===== config.mk =====
export PLATFORM = sky130hd
export DESIGN_NAME = lap_reader_flat
export DESIGN_NICKNAME = d
export VERILOG_FILES = /design/src/rtl/lap_reader_if.sv /design/src/rtl/lap_reader.sv /design/src/flat_wrapper.sv
export SDC_FILE = /design/constraint.sdc
export NUM_CORES = 1
export LEC_CHECK = 0
export CAP_MARGIN = 20
export CORE_UTILIZATION = 26
export DETAILED_ROUTE_END_ITERATION = 8
export PLACE_DENSITY = 0.53
export SYNTH_ARGS = -nofsm -noshare
export SYNTH_HDL_FRONTEND = slang
export SYNTH_SLANG_ARGS = --single-unit

===== constraint.sdc =====
create_clock -name clk -period 7.8 [get_ports clk]
set_input_delay 1.56 -clock clk [delete_from_list [all_inputs] [get_ports clk]]
set_output_delay 1.56 -clock clk [all_outputs]
set_load 0.01 [all_outputs]

===== src/rtl/lap_reader_if.sv =====
// RAM read-port bundle between lap_reader (master) and the lap RAM / writer side (slave).
interface lap_reader_if #(
  parameter int unsigned LOAD_SIZE = 16
) ();
  logic                 rd_en;
  logic [LOAD_SIZE-1:0] rd_addr;
  logic [LOAD_SIZE-1:0] rd_data;
  logic [LOAD_SIZE-1:0] wr_count;

  modport master (output rd_en, output rd_addr, input rd_data, input wr_count);
  modport slave  (input rd_en, input rd_addr, output rd_data, output wr_count);
endinterface


===== src/rtl/lap_reader.sv =====
// Stopwatch lap read-back: fetches packed BCD mm:ss records one per next pulse and wraps.
// Optional BCD range check on captured records: define LAP_READER_CHECK_EN.
module lap_reader #(
  parameter int unsigned SIZE        = 4,
  parameter int unsigned LOAD_SIZE   = 16,
  parameter int unsigned MEM_LATENCY = 1
) (
  input  logic                 clk,
  input  logic                 rst,
  input  logic                 i_next,
  input  logic                 i_restart,
  lap_reader_if.master         io_mem,
  output logic [SIZE-1:0]      o_seconds_units,
  output logic [SIZE-1:0]      o_seconds_tens,
  output logic [SIZE-1:0]      o_minutes_units,
  output logic [SIZE-1:0]      o_minutes_tens,
  output logic [LOAD_SIZE-1:0] o_shown_idx,
  output logic                 o_valid,
  output logic                 o_busy,
  output logic                 o_err
);

  typedef enum logic [1:0] {S_IDLE, S_REQ, S_WAIT, S_CAPT} state_t;

  localparam logic [1:0] LAT_INIT = (MEM_LATENCY >= 2) ? 2'(MEM_LATENCY - 2) : 2'd0;

  state_t               r_state;
  logic [1:0]           r_lat;
  logic [LOAD_SIZE-1:0] r_idx;
  logic                 r_rd_en;
  logic [LOAD_SIZE-1:0] r_rd_addr;
  logic [SIZE-1:0]      r_su, r_st, r_mu, r_mt;
  logic [LOAD_SIZE-1:0] r_shown_idx;
  logic                 r_valid;
  logic                 r_busy;
  logic                 r_err;

  logic [LOAD_SIZE-1:0] w_req_addr;
  logic [LOAD_SIZE:0]   w_next_addr;
  logic                 w_wrap;
  logic [SIZE-1:0]      w_su, w_st, w_mu, w_mt;
  logic                 w_err;

  assign w_su = io_mem.rd_data[SIZE-1:0];
  assign w_st = io_mem.rd_data[2*SIZE-1:SIZE];
  assign w_mu = io_mem.rd_data[3*SIZE-1:2*SIZE];
  assign w_mt = io_mem.rd_data[4*SIZE-1:3*SIZE];

`ifdef LAP_READER_CHECK_EN
  assign w_err = (w_su > SIZE'(9)) || (w_st > SIZE'(5)) ||
                 (w_mu > SIZE'(9)) || (w_mt > SIZE'(5));
`else
  assign w_err = 1'b0;
`endif

  always_comb begin
    w_req_addr  = (r_idx >= io_mem.wr_count) ? '0 : r_idx;
    // One extra bit so address+1 never overflows at the maximum count
    w_next_addr = {1'b0, r_rd_addr} + (LOAD_SIZE+1)'(1);
    w_wrap      = (w_next_addr >= {1'b0, io_mem.wr_count});
  end

  // REQ holds rd_en for the RAM sample edge; WAIT absorbs latency beyond one cycle,
  // and the edge leaving CAPT is the one where rd_data is valid.
  always_ff @(posedge clk or posedge rst) begin
    if (rst) begin
      r_state     <= S_IDLE;
      r_lat       <= '0;
      r_idx       <= '0;
      r_rd_en     <= 1'b0;
      r_rd_addr   <= '0;
      r_su        <= '0;
      r_st        <= '0;
      r_mu        <= '0;
      r_mt        <= '0;
      r_shown_idx <= '0;
      r_valid     <= 1'b0;
      r_busy      <= 1'b0;
      r_err       <= 1'b0;
    end else if (i_restart) begin
      r_state <= S_IDLE;
      r_idx   <= '0;
      r_rd_en <= 1'b0;
      r_busy  <= 1'b0;
      r_valid <= 1'b0;
      r_su    <= '0;
      r_st    <= '0;
      r_mu    <= '0;
      r_mt    <= '0;
      r_err   <= 1'b0;
    end else begin
      case (r_state)
        S_IDLE: begin
          if (i_next && (io_mem.wr_count != '0)) begin
            r_rd_en   <= 1'b1;
            r_rd_addr <= w_req_addr;
            r_busy    <= 1'b1;
            r_state   <= S_REQ;
          end
        end
        S_REQ: begin
          r_rd_en <= 1'b0;
          if (MEM_LATENCY < 2) begin
            r_state <= S_CAPT;
          end else begin
            r_lat   <= LAT_INIT;
            r_state <= S_WAIT;
          end
        end
        S_WAIT: begin
          if (r_lat == '0) r_state <= S_CAPT;
          else             r_lat   <= r_lat - 2'd1;
        end
        S_CAPT: begin
          r_su        <= w_su;
          r_st        <= w_st;
          r_mu        <= w_mu;
          r_mt        <= w_mt;
          r_err       <= w_err;
          r_valid     <= 1'b1;
          r_shown_idx <= r_rd_addr;
          r_idx       <= w_wrap ? '0 : w_next_addr[LOAD_SIZE-1:0];
          r_busy      <= 1'b0;
          r_state     <= S_IDLE;
        end
        default: r_state <= S_IDLE;
      endcase
    end
  end

  assign io_mem.rd_en    = r_rd_en;
  assign io_mem.rd_addr  = r_rd_addr;
  assign o_seconds_units = r_su;
  assign o_seconds_tens  = r_st;
  assign o_minutes_units = r_mu;
  assign o_minutes_tens  = r_mt;
  assign o_shown_idx     = r_shown_idx;
  assign o_valid         = r_valid;
  assign o_busy          = r_busy;
  assign o_err           = r_err;

endmodule


===== src/flat_wrapper.sv =====
// flat-port wrapper written by rule: the top's interface ports become plain ports
module lap_reader_flat 
#(
  parameter int unsigned SIZE        = 4,
  parameter int unsigned LOAD_SIZE   = 16,
  parameter int unsigned MEM_LATENCY = 1
)
  (clk, rst, i_next, i_restart, o_seconds_units, o_seconds_tens, o_minutes_units, o_minutes_tens, o_shown_idx, o_valid, o_busy, o_err, io_mem_rd_en, io_mem_rd_addr, io_mem_rd_data, io_mem_wr_count);
  lap_reader_if #(.LOAD_SIZE(LOAD_SIZE)) io_mem_i ();
  input  logic clk;
  input  logic rst;
  input  logic i_next;
  input  logic i_restart;
  output logic [SIZE-1:0] o_seconds_units;
  output logic [SIZE-1:0] o_seconds_tens;
  output logic [SIZE-1:0] o_minutes_units;
  output logic [SIZE-1:0] o_minutes_tens;
  output logic [LOAD_SIZE-1:0] o_shown_idx;
  output logic o_valid;
  output logic o_busy;
  output logic o_err;
  output wire logic [$bits(io_mem_i.rd_en)-1:0] io_mem_rd_en;
  output wire logic [$bits(io_mem_i.rd_addr)-1:0] io_mem_rd_addr;
  input wire logic [$bits(io_mem_i.rd_data)-1:0] io_mem_rd_data;
  input wire logic [$bits(io_mem_i.wr_count)-1:0] io_mem_wr_count;
  assign io_mem_rd_en = io_mem_i.rd_en;
  assign io_mem_rd_addr = io_mem_i.rd_addr;
  assign io_mem_i.rd_data = io_mem_rd_data;
  assign io_mem_i.wr_count = io_mem_wr_count;
  lap_reader #(.SIZE(SIZE), .LOAD_SIZE(LOAD_SIZE), .MEM_LATENCY(MEM_LATENCY)) u_core (.clk(clk), .rst(rst), .i_next(i_next), .i_restart(i_restart), .io_mem(io_mem_i), .o_seconds_units(o_seconds_units), .o_seconds_tens(o_seconds_tens), .o_minutes_units(o_minutes_units), .o_minutes_tens(o_minutes_tens), .o_shown_idx(o_shown_idx), .o_valid(o_valid), .o_busy(o_busy), .o_err(o_err));
endmodule

==> impl_metrics.tcl <==
set metrics [dict create \
    synth_edf_count 0 \
    drt-pass1-iter-count 6 \
    period_needed_ps 3910 \
    ys_types 41 \
    dr.first_iter.drc_count 183 \
    ys_ff_latch 71 \
    fillers 1463 \
    path_clk_slew_ps 50 \
    floorplan.initialDensity_pct 26.8 \
    p_seq_share_pct 37.3 \
    wl_per_cell_um 15.6 \
    chipHeight_um 125 \
    dp_hpwl_um 8050 \
    min_period_over_period_pct 50.2 \
    numClockSinks 71 \
    antenna_cells 0 \
    crit_type "in -> reg" \
    cts-resized-gates 0 \
    crit_path_start_kind "primary input" \
    leakage_nw 2.42 \
    routed_wl_um 10600 \
    dpl_cell_area_um2 4990 \
    yosys.area.top_type "dfrtp_1" \
    clockBufferDepth 2 \
    clockPowerShare_pct 41.0 \
    multi_input_area_um2 1980 \
    final_area_um2 5350 \
    clockRootBuffer "clkbuf_16" \
    synth_nets 481 \
    slew_viol_final 0 \
    ctsHoldBuffers 0 \
    post_cts_buffers 0 \
    tritoncts.num_buffers 9 \
    numPortBuffers 86 \
    p_int_mw 0.850 \
    grt_use_total_pct 14.3 \
    vdd_drop_max_mv 0.121 \
    synth_area_leaders "dfrtp_1 (45%), ha_1 (12%), nand2_1 (6.5%)" \
    antenna_found_initial 0 \
    fin_nets 566 \
    required_ps 8070 \
    status "finished, violations left" \
    overflow 0 \
    grt_pass1_vias 3406 \
    switching_share_pct 26.4 \
    grt_max_degree 72 \
    whs_ps 473 \
    synth_ff_type "dfrtp_1" \
    yosysSeqAreaShare_pct 45.2 \
    ff_latch_area_um2 1780 \
    hp-class "reg -> reg" \
    floorplan.die_area_um2 15600 \
    power_mw 1.15 \
    clk_latency_ps 330 \
    die_w_um 125 \
    rsz0062_at_grt "no" \
    syn2layout_area_growth_pct 36.0 \
    powerDensity_nw_per_um2 216 \
    num_vias 3271 \
    tightest_slew_ps 924 \
    cp-end-kind "flip-flop" \
    p_sw_mw 0.305 \
    setup_viol_count_final 0 \
    std_cell_rows 44 \
    synth.cell_area_um2 3930 \
    route.detailed.drc 15 \
    postSynthAreaPerCell_um2 9.66 \
    cts_max_level 3 \
    drive_gt1_share_pct 6.64 \
    core_um2 14600 \
    finalHoldViolCount 0 \
    synth_top_area_share_pct 45.2 \
    finClkSkew_ps 8.36 \
    postSynthCellCount 407 \
    routed_via_density 4.80 \
    timing.fmax_ghz 0.256 \
    ys_async_sr_fraction_pct 100 \
    grt_pass1_wl_um 17500 \
    finalSetupTns_ps 0 \
    combPwrFrac_pct 21.7 \
    max_slew_margin_pct 38.3 \
    cp.arrival_ps 4180 \
    ioPinCount 88 \
    critPathMaxFanout 27 \
    gp_congestion 0.809 \
    ys_warn_count 0 \
    ant_nets 0 \
    violations "DRC" \
    cts_tree "built" \
    cap_viol_max_count 0 \
]
## sequential cells by signal, indices dropped and copies added (netlist names), 4 cells and up
name and cells:
u_core.o_seconds_units 4, u_core.o_shown_idx 16, u_core.o_minutes_units 4, u_core.io_mem.rd_addr 16, u_core.r_idx 16, u_core.o_seconds_tens 4
u_core.o_minutes_tens 4
## power groups by stage
stage | Combinational, mW | Sequential, mW | Clock [mW]
2_1_floorplan | 0.133 | 0.444 | 0
3_3_place_gp | 0.244 | 0.437 | 0
3_5_place_dp | 0.252 | 0.437 | 0
4_1_cts | 0.253 | 0.432 | 0.486
5_1_grt | 0.281 | 0.436 | 0.502
6_report | 0.251 | 0.431 | 0.473
## cell families (layout without fill, tap and decap cells)
logic type | after synthesis | after routing | synth area share, %
xor gates and xnor gates | 15 | 15 | 3.34
adders and majority gates | 38 | 38 | 12.1
other | 1 | 1 | 0.0954
muxes | 17 | 17 | 4.46
buffers and inverters | 43 | 133 | 4.33
DFF | 71 | 71 | 45.2
AOI/OAI and AO/OA | 64 | 64 | 11.7
and+or+nand+nor | 158 | 158 | 18.8
## through the flow
stage	instances	setup WS [ps]	util (%)
final	681	3890	36.5
after global routing	681	3640	36.5
after CTS	680	3880	36.4
after detailed placement	664	3540	34.1
after global placement	662	3650	34.0
after floorplan	407	4440	-
## synthesized netlist by cell type, types with 3 or more instances
master / number
buf_2: 4
a32o_1: 16
nor2_1: 29
o22ai_1: 4
nand2_1: 68
nand2b_1: 5
ha_1: 38
nand3_1: 24
a31oi_1: 3
xnor2_1: 9
mux2i_1: 16
nor3_1: 7
inv_1: 24
o21ai_0: 21
clkbuf_1: 13
a21o_1: 3
nor4_1: 3
dfrtp_1: 71
a21oi_1: 12
xor2_1: 6
nand4_1: 7
## path summary, 6_finish.rpt
check / from / endpoint / slack, ps / cells past startpoint
worst max-delay path: i_restart / u_core.r_idx[15] / 3890 / 6
worst min-delay path: u_core.o_shown_idx[10] / u_core.o_shown_idx[10] / 470 / 2
worst max register to register: u_core.io_mem.rd_addr[4] / u_core.r_idx[15] / 4190 / 10
worst min register to register: u_core.o_shown_idx[10] / u_core.o_shown_idx[10] / 470 / 2
max in group asynchronous: rst / u_core.o_shown_idx[4] / 5380 / 3
min in group asynchronous: rst / u_core.o_seconds_units[3] / 1810 / 3
## cell usage in the layout (no fill, tap or decap), types with 5 or more instances in the layout
cell type,n
nor3_1,7
inv_1,23
a32o_1,16
xnor2_1,9
dfrtp_1,71
clkdlybuf4s50_1,86
mux2i_1,16
nand2b_1,5
o21ai_0,21
nand4_1,7
a21oi_1,12
nor2_1,29
buf_4,6
clkbuf_16,9
nand2_1,68
nand3_1,24
ha_1,38
xor2_1,6
## routing by layer
metal,share of wire (%),track usage [%]
met1,42,16.8
met2,49,24.4
met3,7.3,5.22
met4,1.7,4.52
met5,0,0
## cell type report
type | instances | share of cell area, %
multi-input cells | 293 | 37.1
clock inverters | 5 | 1.97
well taps | 184 | 4.31
clock buffers | 11 | 4.54
inverters | 24 | 1.68
flip-flops and latches | 71 | 33.2
repair buffers | 93 | 17.2
## worst max-delay path, cell delays in order
cell,delay (ps)
clkdlybuf4s50_1,390
buf_4,230
nand2b_1,540
a2111oi_2,700
and2_1,510
a32o_1,240
Power figures use the tool's default switching activity.
